## src/rtl/seq_detector_pkg.sv

```systemverilog
`default_nettype none
// ============================================================================
// Module      : seq_detector_pkg
// Description : Shared defaults and helpers for the programmable serial
//               sequence detector.
// Revision    : 1.0 - initial release
// ============================================================================
package seq_detector_pkg;

    localparam int          DEF_PAT_LEN = 8;
    localparam int          DEF_CNT_W   = 8;
    localparam logic [7:0]  DEF_PATTERN = 8'b0110_1101;

    // Width needed to hold a bit count in the range 0..pat_len inclusive.
    function automatic int fill_width(input int pat_len);
        return $clog2(pat_len + 1);
    endfunction

endpackage
`default_nettype wire

```

## src/rtl/sat_match_counter.sv

```systemverilog
`default_nettype none
// ============================================================================
// Module      : sat_match_counter
// Description : Saturating match counter with sticky saturation flag.
//               A clear in the same cycle as an increment yields a count of 1.
// Revision    : 1.0 - initial release
// ============================================================================
module sat_match_counter
    import seq_detector_pkg::*;
#(
    parameter int CNT_W = DEF_CNT_W
) (
    input  logic             clk,
    input  logic             reset,
    input  logic             inc,
    input  logic             clr,
    output logic [CNT_W-1:0] count,
    output logic             sat
);

    localparam logic [CNT_W-1:0] CNT_MAX = '1;

    // Clear wins over hold; a coincident increment is applied after the clear.
    always_ff @(posedge clk or negedge reset) begin
        if (!reset) begin
            count <= '0;
            sat   <= 1'b0;
        end else if (clr) begin
            count <= inc ? CNT_W'(1) : '0;
            sat   <= 1'b0;
        end else if (inc) begin
            if (count == CNT_MAX) begin
                sat <= 1'b1;
            end else begin
                count <= count + CNT_W'(1);
            end
        end
    end

endmodule
`default_nettype wire

```

## src/rtl/seq_detector_prog.sv

```systemverilog
`default_nettype none
// ============================================================================
// Module      : seq_detector_prog
// Description : Run-time programmable serial sequence detector with per-bit
//               don't-care mask, overlapping / non-overlapping detection and
//               a saturating match counter.
// Revision    : 1.0 - initial release
// ============================================================================
module seq_detector_prog #(
    parameter int                  PAT_LEN     = seq_detector_pkg::DEF_PAT_LEN,
    parameter int                  CNT_W       = seq_detector_pkg::DEF_CNT_W,
    parameter logic [PAT_LEN-1:0]  DEF_PATTERN = seq_detector_pkg::DEF_PATTERN
) (
    input  logic               clk,
    input  logic               reset,
    input  logic               in_valid,
    input  logic               in_bit,
    input  logic               cfg_load,
    input  logic [PAT_LEN-1:0] cfg_pattern,
    input  logic [PAT_LEN-1:0] cfg_mask,
    input  logic               cfg_overlap,
    input  logic               cnt_clear,
    output logic               seq_detected,
    output logic [CNT_W-1:0]   match_count,
    output logic               cnt_sat
);

    import seq_detector_pkg::*;

    localparam int             FILL_W    = fill_width(PAT_LEN);
    localparam logic [FILL_W-1:0] FILL_FULL = FILL_W'(PAT_LEN);

    logic [PAT_LEN-1:0] hist;
    logic [PAT_LEN-1:0] pat;
    logic [PAT_LEN-1:0] mask;
    logic               ovl;
    logic [FILL_W-1:0]  fill;

    logic               accept;
    logic [PAT_LEN-1:0] hist_next;
    logic [FILL_W-1:0]  fill_next;
    logic               match;

    // A bit offered alongside a configuration load is discarded.
    assign accept    = in_valid & ~cfg_load;
    assign hist_next = {hist[PAT_LEN-2:0], in_bit};
    assign fill_next = (fill == FILL_FULL) ? FILL_FULL : fill + FILL_W'(1);

    // Masked compare on the post-shift window; masked-off bits always agree.
    assign match = accept
                 && (fill_next == FILL_FULL)
                 && (&((hist_next ~^ pat) | ~mask));

    // History, fill, active configuration and the registered match pulse.
    always_ff @(posedge clk or negedge reset) begin
        if (!reset) begin
            hist         <= '0;
            fill         <= '0;
            pat          <= DEF_PATTERN;
            mask         <= '1;
            ovl          <= 1'b1;
            seq_detected <= 1'b0;
        end else if (cfg_load) begin
            pat          <= cfg_pattern;
            mask         <= cfg_mask;
            ovl          <= cfg_overlap;
            hist         <= '0;
            fill         <= '0;
            seq_detected <= 1'b0;
        end else begin
            seq_detected <= match;
            if (accept) begin
                hist <= hist_next;
                // Non-overlapping mode demands a full window of fresh bits.
                fill <= (match && !ovl) ? '0 : fill_next;
            end
        end
    end

    sat_match_counter #(
        .CNT_W (CNT_W)
    ) u_counter (
        .clk   (clk),
        .reset (reset),
        .inc   (match),
        .clr   (cnt_clear),
        .count (match_count),
        .sat   (cnt_sat)
    );

endmodule
`default_nettype wire

```

## config.mk

```make
export PLATFORM = sky130hd
export DESIGN_NAME = seq_detector_prog
export DESIGN_NICKNAME = d
export VERILOG_FILES = /design/src/rtl/seq_detector_pkg.sv /design/src/rtl/sat_match_counter.sv /design/src/rtl/seq_detector_prog.sv
export SDC_FILE = /design/constraint.sdc
export NUM_CORES = 1
export LEC_CHECK = 0
export BUFFER_PORTS_ARGS = -buffer_cell sky130_fd_sc_hd__buf_4
export CORE_ASPECT_RATIO = 1.75
export CORE_MARGIN = 3
export CORE_UTILIZATION = 50
export DETAILED_ROUTE_END_ITERATION = 10
export PLACE_DENSITY = 0.77
export SYNTH_ARGS = -nofsm -noshare
export SYNTH_HDL_FRONTEND = slang
export SYNTH_SLANG_ARGS = --single-unit
```

## constraint.sdc

```tcl
create_clock -name clk -period 2.4 [get_ports clk]
set_input_delay 0.12 -clock clk [delete_from_list [all_inputs] [get_ports clk]]
set_output_delay 0.12 -clock clk [all_outputs]
set_load 0.005 [all_outputs]
```

==> summary.txt <==
Status
  • Outcome: finished, final reports clean

Synthesis
  • Primary FF master, synth: dfrtp_1
  • EDFF count, synth: 0
  • Post-synth cell types: 31
  • Post-synth top area cell: dfrtp_1
  • Seq/Total Area, Yosys: 0.536
  • Post-Syn Instances: 154
  • Post-synthesis cell area: 0.00181 mm²
  • Ys Warns: 0
  • Yosys top cell area share: 0.333
  • Synth Net Count: 180
  • Ys async rst share: 1.00
  • Largest cells by area after synthesis: dfrtp_1 (33%), dfstp_2 (20%), mux2_2 (11%), mux2i_1 (5.5%), xor2_1 (4.4%)
  • Syn avg cell area: 11.7 µm²
  • FF+latch count, synth: 38

Pwr
  • P_sw: 0.302 mW
  • Clock power frac: 0.342
  • VDD IR max: 579 µV
  • Reg power frac: 0.552
  • Combinational share of power: 0.106
  • LEAKAGE: 1.01 nW
  • Power Density: 587 mW/mm²
  • P_int: 1.00 mW
  • Sw Ratio: 0.232

Route
  • Final wirelength: 3660 µm
  • Vias per cell: 5.44
  • 1st-pass router iterations: 4
  • Routed Antenna Nets: 0
  • Via count: 1285
  • DR iter-0 viols: 34
  • # DRC: 0
  • Drt wl/cell: 15.5 µm

Setup path
  • CP startpoint kind: register
  • WP data arrival: 2500 ps
  • CP required: 2620 ps
  • Critical path endpoint category: register
  • Crit Path Max Fanout: 8
  • Kind of critical path: reg2reg

Floorplan
  • Die H: 85.5 µm
  • Die X: 51.4 µm
  • Core area: 0.00343 mm²
  • Die area: 0.00440 mm²
  • Initial Utilization: 0.526
  • I/O pin cnt: 33
  • FP Rows: 28

CTS
  • Clk pin slew, worst setup/hold paths: 70 ps
  • CTS tree: built
  • Num CTS Buffers: 5
  • CTS max path bufs: 2
  • Clock Latency Late Sink: 290 ps
  • Clock sinks: 38
  • H-tree levels: 2
  • CTS root buf: clkbuf_8

Cells and area
  • Antenna diodes: 0
  • Share of cells above drive strength 1: 0.435
  • Nets@finish: 216
  • Area growth syn-to-layout: 22.9%
  • Post-Route Utilization: 0.646

Global routing
  • Vias in the first global route: 1308
  • GRT Total Usage: 0.183
  • First-pass GRT wire length: 5980 µm
  • Total gr overflow: 0
  • Antenna violations before repair: 0
  • Largest net degree at the start of global routing: 39

Timing
  • Setup TNS: 0 ps
  • Slew margin rel.: 0.682
  • FMAX: 438 MHz
  • Fin crit share: 0.952
  • Minimum clock period after layout: 2280 ps
  • RSZ-0062 raised after global routing: false
  • Hold_ws: 58.8 ps
  • Final Skew: 5.71 ps
  • Max Slew Vio Count: 0
  • Final hold vios: 0
  • Final worst slack: 116 ps
  • Pin slew with the least headroom to its limit: 477 ps
  • Final setup viols: 0

Placed design
  • Port Buffers: 32
  • Routability cong.: 0.767
  • Post-DP HPWL: 2670 µm
  • Dpl ws: 65.8 ps

Job
  • Max_cap viols: 0

Hold path
  • Worst min path class: in2reg
[stage by stage]
stage	area, µm²	total power [mW]	cells
after floorplan	1810	0.805	154
after global placement	2080	0.858	225
after detailed placement	2080	0.868	225
after CTS	2180	1.32	234
after global routing	2220	1.37	236
final	2220	1.30	236
[kinds of logic (layout without fill, tap and decap cells)]
group	count (synthesis)	count (layout)	share of synthesized area
AND/OR/NAND/NOR	43	43	0.125
flip-flops	38	38	0.536
multiplexers	27	27	0.161
AO/OA/AOI/OAI	21	21	0.0852
buffers and inverters	13	50	0.0277
XOR/XNOR	9	9	0.0437
adder cells (fa/ha/maj)	3	3	0.0208
[final timing paths]
| path | startpoint | endpoint | slack (ps) | cells after the start |
|---|---|---|---|---|
| setup / recovery | fill[0]$_DFFE_PN0P_ | u_counter.count[3]$_DFFE_PN0P_ | 120 | 8 |
| max in group asynchronous | reset | ovl$_DFFE_PN1P_ | 1700 | 2 |
| hold / removal | cfg_pattern[4] | pat[4]$_DFFE_PN0P_ | 60 | 2 |
| min in group asynchronous | reset | hist[1]$_DFFE_PN0P_ | 330 | 2 |
| hold reg to reg | u_counter.sat$_DFFE_PN0P_ | u_counter.sat$_DFFE_PN0P_ | 520 | 1 |
| setup reg to reg | fill[0]$_DFFE_PN0P_ | u_counter.count[3]$_DFFE_PN0P_ | 120 | 8 |
[per-layer routing]
layer,vias up,global-route usage,wire length (µm)
met4,0,0.0883,104
met2,35,0.317,2020
li1,612,-,-
met5,-,0,0
met3,9,0.0470,179
met1,629,0.202,1350
[power groups by stage]
stage / sequential (mW) / clock (mW) / combinational [mW]
final: 0.718 / 0.446 / 0.138
after global routing: 0.723 / 0.495 / 0.151
after CTS: 0.718 / 0.460 / 0.140
after detailed placement: 0.729 / 0 / 0.138
after global placement: 0.726 / 0 / 0.131
after floorplan: 0.720 / 0 / 0.0844
[sequential cells by signal (all words and copies together), names as in the netlist]
name             cells
mask                 8
ovl                  1
seq_detected         1
fill                 4
hist                 7
u_counter.sat        1
pat                  8
u_counter.count      8
[layout make-up]
cell class	count	area, µm²
inverters	6	22.5
clock buffers	7	86.3
flip-flops and latches	38	970
fillers	293	1210
well taps	45	56.3
multi-input cells	103	802
clock inverters	1	5.00
repair buffers	36	277
[Yosys cell counts, types with 2 or more instances]
cell and instances:
dfrtp_1 24, mux2_2 17, nor2_1 15, dfstp_2 14, mux2i_1 10, xor2_1 9
a21oi_1 7, nand2_1 7, clkbuf_1 6, inv_1 5, or3_1 5, o21ai_1 4
ha_1 3, nand2b_1 3, nand3_1 3, nand4_1 3, a221oi_2 2, a22o_1 2
o31ai_1 2, or4_1 2
[what timing repair did]
action                     in CTS  in global routing
hold endpoints to repair       24                  0
buffers inserted                0                  2
gates resized for setup         0                  6
setup endpoints to repair       0                  5
hold buffers                    1                  0
[worst max-delay path, cell delays in order (launching register included)]
cell,delay [ps]
dfrtp_2,450
ha_2,210
nand2b_1,150
a21o_1,190
a221oi_2,270
nand4_2,230
buf_6,210
or3_1,360
a21oi_2,150
[placed cells by master, fill, tap and decap left out, types with 2 or more instances in the layout]
cell type / count
buf_4: 34
dfrtp_1: 23
mux2_2: 17
nor2_1: 15
dfstp_2: 14
mux2i_1: 10
xor2_1: 9
nand2_1: 7
clkbuf_8: 6
inv_1: 5
a21oi_1: 5
o21ai_1: 4
or3_1: 4
nand2b_1: 3
nand3_1: 3
nand4_1: 3
a22o_1: 2
a221oi_2: 2
o31ai_1: 2
or4_1: 2
a21oi_2: 2
ha_1: 2
(Power assumes the default switching activity.)
